===== src/rtl/square_sequencer.sv =====
// Frame-synchronous control FSM for the square display: turns debounced buttons into
// select/zoom/back events and applies them only on the frame tick.
module square_sequencer #(
    parameter int NUM_SQUARES         = 4,
    parameter int IDX_W               = 4,
    parameter int FULL_TIMEOUT_FRAMES = 600,
    parameter int TMR_W               = 10
) (
    input  logic             clk,
    input  logic             reset,
    input  logic             frame_tick,
    input  logic             btn_next,
    input  logic             btn_enter,
    input  logic             btn_back,
    output logic [IDX_W-1:0] square_index,
    output logic             square_select,
    output logic             full_screen,
    output logic             timeout_active
);

    typedef enum logic [1:0] {
        IDLE,
        SELECT,
        FULL
    } state_t;

    localparam logic [IDX_W-1:0] LAST_IDX   = IDX_W'(NUM_SQUARES - 1);
    localparam logic [TMR_W-1:0] TIMEOUT    = TMR_W'(FULL_TIMEOUT_FRAMES);
    localparam bit               TIMEOUT_EN = (FULL_TIMEOUT_FRAMES != 0);

    state_t           state, state_n;
    logic [IDX_W-1:0] index_n;
    logic [TMR_W-1:0] tmr, tmr_n, tmr_inc;
    logic             prev_next, prev_enter, prev_back;
    logic             pend_next, pend_enter, pend_back;
    logic             ev_next, ev_enter, ev_back;
    logic             eff_next, eff_enter, eff_back;

    assign ev_next   = btn_next  & ~prev_next;
    assign ev_enter  = btn_enter & ~prev_enter;
    assign ev_back   = btn_back  & ~prev_back;
    assign eff_next  = pend_next  | ev_next;
    assign eff_enter = pend_enter | ev_enter;
    assign eff_back  = pend_back  | ev_back;
    assign tmr_inc   = tmr + TMR_W'(1);

    // Prev registers always track the button, so a level held through reset never edges.
    always_ff @(posedge clk) begin
        prev_next  <= btn_next;
        prev_enter <= btn_enter;
        prev_back  <= btn_back;
        if (reset || frame_tick) begin
            pend_next  <= 1'b0;
            pend_enter <= 1'b0;
            pend_back  <= 1'b0;
        end else begin
            pend_next  <= pend_next  | ev_next;
            pend_enter <= pend_enter | ev_enter;
            pend_back  <= pend_back  | ev_back;
        end
    end

    // Only the highest-priority effective event acts; the rest are consumed silently.
    always_comb begin
        state_n = state;
        index_n = square_index;
        tmr_n   = tmr;
        if (frame_tick) begin
            case (state)
                IDLE: begin
                    if (!eff_back && (eff_enter || eff_next))
                        state_n = SELECT;
                end
                SELECT: begin
                    if (eff_back) begin
                        state_n = IDLE;
                    end else if (eff_enter) begin
                        state_n = FULL;
                        tmr_n   = '0;
                    end else if (eff_next) begin
                        index_n = (square_index == LAST_IDX) ? '0 : square_index + IDX_W'(1);
                    end
                end
                FULL: begin
                    if (eff_back) begin
                        state_n = SELECT;
                        tmr_n   = '0;
                    end else if (TIMEOUT_EN) begin
                        if (tmr_inc == TIMEOUT) begin
                            state_n = SELECT;
                            tmr_n   = '0;
                        end else begin
                            tmr_n = tmr_inc;
                        end
                    end
                end
                default: state_n = IDLE;
            endcase
        end
    end

    always_ff @(posedge clk) begin
        if (reset) begin
            state          <= IDLE;
            square_index   <= '0;
            tmr            <= '0;
            square_select  <= 1'b0;
            full_screen    <= 1'b0;
            timeout_active <= 1'b0;
        end else begin
            state          <= state_n;
            square_index   <= index_n;
            tmr            <= tmr_n;
            square_select  <= (state_n != IDLE);
            full_screen    <= (state_n == FULL);
            timeout_active <= (state_n == FULL) && TIMEOUT_EN;
        end
    end

endmodule


===== config.mk =====
export PLATFORM = sky130hd
export DESIGN_NAME = square_sequencer
export DESIGN_NICKNAME = d
export VERILOG_FILES = /design/src/rtl/square_sequencer.sv
export SDC_FILE = /design/constraint.sdc
export NUM_CORES = 1
export LEC_CHECK = 0
export ABC_AREA = 1
export CORE_UTILIZATION = 30
export CTS_CLUSTER_SIZE = 8
export DETAILED_ROUTE_END_ITERATION = 6
export SLEW_MARGIN = 10
export SYNTH_ARGS = -nofsm -noshare
export SYNTH_HDL_FRONTEND = slang
export SYNTH_SLANG_ARGS = --single-unit

===== constraint.sdc =====
create_clock -name clk -period 2.41 [get_ports clk]
set_input_delay 0.482 -clock clk [delete_from_list [all_inputs] [get_ports clk]]
set_output_delay 0.482 -clock clk [all_outputs]
set_load 0.02 [all_outputs]

* Yosys cells after proc, flatten, opt, wreduce, memory -nomap -nowiden *
Cells that the tools add are included.

word-level totals
  bits in registers = 24
  logic and storage cells = 53
  input port bits = 6

operators by class
  $add $sub $neg = 2
  muxes and demuxes = 13
  bitwise operators = 11
  reduce and logical (&&, ||, !) cells = 9
  equal/unequal tests = 7

operator list
  cell                     number
  $mux W10                 4
  $pmux W10 S2             1
  $mux W2                  6
  $add A10 B1 Y10 const B  1
  $eq A10 B10 Y1 const B   1
  $pmux W2 S3              1
  $not A1 Y1               5
  $reduce_and A5 Y1        1
  $add A4 B1 Y4 const B    1
  $eq A2 B2 Y1 const B     2
  $eq A4 B2 Y1 const B     1
  $mux W4                  1
  $ne A2 B2 Y1 const B     2
  $reduce_and A4 Y1        1
  $reduce_bool A2 Y1       2
  $and A1 B1 Y1            3
  $or A1 B1 Y1             3
  $eq A2 B1 Y1 const B     1
  $logic_not A2 Y1         1
  $logic_or A1 B1 Y1       2
  $logic_and A1 B1 Y1      1
  $logic_not A1 Y1         1

* Depth between registers and ports, before layout *
  depth after elaboration = 9
  mapped depth = 14
  depth with buffers taken out = 14

* Worst setup path after synthesis *
No wires, ideal clock.

  kind = flip-flop to flip-flop
  start point = reg tmr[0]
  end point = reg square_select
  path buffers = 0
  setup time = 114 ps
  data required time = 2296 ps
  setup slack = 778 ps
  arrival = 1519 ps
  cell stages (with the launch flop) = 13
  path through = dfxtp_1 ha_1 nand2_1 nor2_1 nand4_1 nand2_1 nand3_2 o21ai_4 nand2_1 nand2_1 o21ai_2 inv_2 nand2_1

between the ends
  word-level cells in the longest chain between the ends = 7

ends and longest elaborated chain
  item                    line  source
  from (decl)             33    logic [TMR_W-1:0] tmr, tmr_n, tmr_inc;
  from (signal assigned)  113   tmr <= tmr_n;
  $add A10 B1 Y10         45    assign tmr_inc = tmr + TMR_W'(1);
  $eq A10 B10 Y1          89    if (tmr_inc == TIMEOUT) begin
  $mux W2                 89
  $mux W2                 85    if (eff_back) begin
  $pmux W2 S3             69    case (state)
  $mux W2                 68    if (frame_tick) begin
  $reduce_bool A2 Y1      114   square_select <= (state_n != IDLE);
  to (signal assigned)    114
  to (decl)               16    output logic square_select,

Every way passes these cells.
A chain may end at the register's enable or synchronous reset.

* Worst setup path in the final report *
  start point = in btn_back
  end point = reg square_index[3]

between the ends
  word-level cells in the longest chain between the ends = 4

ends and longest elaborated chain
  item                                line  source
  from (decl)                         14    input logic btn_back,
  $and A1 B1 Y1                       41    assign ev_back = btn_back & ~prev_back;
  $or A1 B1 Y1                        44    assign eff_back = pend_back | ev_back;
  $not A1 Y1 (no source line)         n/a
  $reduce_and A5 Y1 (no source line)  n/a
  to (signal assigned)                112   square_index <= index_n;
  to (decl)                           15    output logic [IDX_W-1:0] square_index,

Every way passes these cells.

==> metrics <==
Hold Fails Final Rpt 0; Hold Path Class register to register; die area between 4000 and 5000 um^2; initial antenna violation count 0; DR pass1 iterations 4; starting DRC count in detailed routing between 50 and 60; internal power 0.654 mW; VDD IR max approximately 0.00048 V; postcts setup bufs 0; YS warnings 0; Req. time, crit path 2.61 ns; Max Slew Vio Count 0; CTS Sinks 24; # diodes 0; largest net degree at the start of global routing 15; CTS root buf clkbuf_8; Residual DRC 0; final setup fails 0; vias per cell around 4.4; IO buf count 12; Core Box Area about 3800 um^2; Tmin final approximately 1.9 ns; Max Fanout on Critical Path 4; status finished, final reports clean; row count 22; HPWL Detailed roughly 1.8 mm; Die Span X approximately 66 um; Setup crit end kind register; Slew HR 82.3%; Crit Path Class input pin to register; worst-margin pin slew 0.264 ns; post-route setup TNS 0 ns; Worst EP arrival around 2.1 ns; Syn Nets around 180; H-tree depth 1; crit share post-route ~80%; GPL Wtd Cong 0.805; DRT antenna net count 0; skew final between 0.003 and 0.004 ns; worst skew pair latency around 0.26 ns; CP Launch Type input pin; Distinct cells, synth 25; nets a little over 200; Starting Density around 32%; Mapped Area ~1200 um^2; EDFF count, synth 0; P per Cell Area around 550 nW/um^2; Worst Slack Setup Final 0.487 ns; syn avg cell area 6.95 um^2; fmax around 520 MHz; clock network fraction of design power approximately 43%; post-synthesis register bit count 24; Seq/Total Area, Yosys 39.5%; Die Y between 60 and 70 um; maximum clock path buffer count 2; unrepaired setup endpoints after global routing false; Via Count about 1100; post-place setup slack 0.196 ns; Max Cap Viol 0; combinational cell fraction of total power between 7 and 8%; ys async rst share 0%; CTS Hold Buffers Added 0; CP max stage delay 0.43 ns; Finished Layout Cells 241; Clk pin slew, worst setup/hold paths around 0.090 ns; Switching Share between 20% and 30%; Net Sw Power roughly 0.17 mW; Sequential Power Share approximately half; Static Leak about 0.63 nW; placed insts 237; Total Wirelength 2.37 mm; # IOs 13; vias in the first global route around 920; delay-heaviest family, CP buffers and inverters; CTS Buf Count 3; Power Total ~0.82 mW; layout cells sized above 1 a little over a tenth; Resized cells post-CTS 0; dominant synthesized flop cell dfxtp_1; CTS tree done; global-route wire length before repair 4.08 mm; global route total overflow 0; Avg WL per Cell ~9.8 um; area grow syn2layout 22.2%; WP buf/inv 3; slowest stage cell, crit path clkdlybuf4s50_1; GR Util All Layers ~12%; Gate Count Post-Synth between 150 and 200; CP cell instances clkdlybuf4s50_1, a21oi_2, inv_1, nor2_2, nand4_1, inv_1, nand4_1, or2_0, a21oi_1
[synthesized netlist by cell type, types with 2 or more instances]
master,count,share of area (%)
nand2_1,48,15
dfxtp_1,24,40
inv_1,24,7.4
nor2_1,20,6.2
a21oi_1,13,5.3
nand3_1,10,4.1
nand4_1,4,2.1
a211oi_1,3,1.9
nand3_2,3,2.5
nor2_2,3,1.5
o21ai_0,3,1.2
ha_1,2,2.1
nand3b_1,2,1.2
nor3_1,2,0.82
o21ai_2,2,1.4
o21bai_1,2,1.2
xor2_1,2,1.4
[power groups by stage]
stage	combinational (mW)	sequential [mW]	clock (mW)
finish	0.0616	0.410	0.351
CTS	0.0624	0.410	0.364
detailed placement	0.0622	0.419	0
global route	0.0700	0.411	0.382
global placement	0.0629	0.419	0
floorplan	0.0336	0.420	0
[worst register-to-register path, cell delays in order (launching register included)]
cell,delay (ns)
dfxtp_1,0.39
ha_1,0.27
nand2_1,0.12
nor2_1,0.17
nand4_1,0.10
nand2_1,0.12
nand3_2,0.11
o21ai_4,0.20
nand2_1,0.07
nand2_1,0.07
o21ai_2,0.07
inv_2,0.05
nand2_1,0.04
[state kept, by name, summed over array words and instances, names as in the netlist]
register / count
tmr: 10
square_index: 4
state: 2
pend_back: 1
pend_enter: 1
pend_next: 1
prev_back: 1
prev_enter: 1
prev_next: 1
square_select: 1
timeout_active: 1
[metal layers]
metal | share of wire [%] | vias to the layer above | wire length [um] | global-route usage [%]
met1 | 54 | 462 | 1280 | 17.3
li1 | - | 592 | - | -
met4 | 0.97 | 0 | 23 | 4.08
met5 | 0 | - | 0 | 0
met2 | 42 | 11 | 986 | 18.1
met3 | 3.3 | 2 | 77 | 3.13
[metrics by stage]
step	hold WS (ns)	area, um^2	utilization, %
after CTS	0.487	1490	39.4
after floorplan	0.435	1220	-
after detailed placement	0.466	1420	37.5
after global routing	0.514	1490	39.4
final	0.478	1490	39.4
after global placement	0.452	1420	37.5
[path summary, 6_finish.rpt]
kind                                       end  depth (start not counted)  slack [ns]            startpoint
setup / recovery  square_index[3]$_SDFFE_PP0P_                          9        0.49              btn_back
hold / removal            pend_back$_SDFF_PP0_                          2        0.48  pend_back$_SDFF_PP0_
setup reg to reg      square_select$_SDFF_PP0_                         12        0.52   tmr[0]$_SDFFE_PP0P_
hold reg to reg           pend_back$_SDFF_PP0_                          2        0.48  pend_back$_SDFF_PP0_
[cells by family (layout without fill, tap and decap cells)]
kind of cell	Yosys count	count (layout)	synth area share (%)
fa+ha+maj	2	2	2.06
simple gates	95	95	35.2
buf+inv	27	45	8.64
flops	24	24	39.5
compound gates	25	25	13.2
xor+xnor	2	2	1.44
[cells in the final DEF (no fill, tap or decap), types with 4 or more instances in the layout]
| master | instances |
|---|---|
| nand2_1 | 48 |
| inv_1 | 24 |
| dfxtp_1 | 24 |
| nor2_1 | 20 |
| a21oi_1 | 13 |
| clkdlybuf4s50_1 | 12 |
| nand3_1 | 10 |
| nand4_1 | 4 |
| buf_4 | 4 |
[layout make-up]
cell class,count,area (um^2)
Fill cell,382,2280
Multi-Input combinational cell,124,631
Sequential cell,24,480
Timing Repair Buffer,16,150
Inverter,25,93.8
Tap cell,48,60.1
Clock buffer,3,41.3
Clock inverter,1,30.0
(Power assumes the default switching activity.)
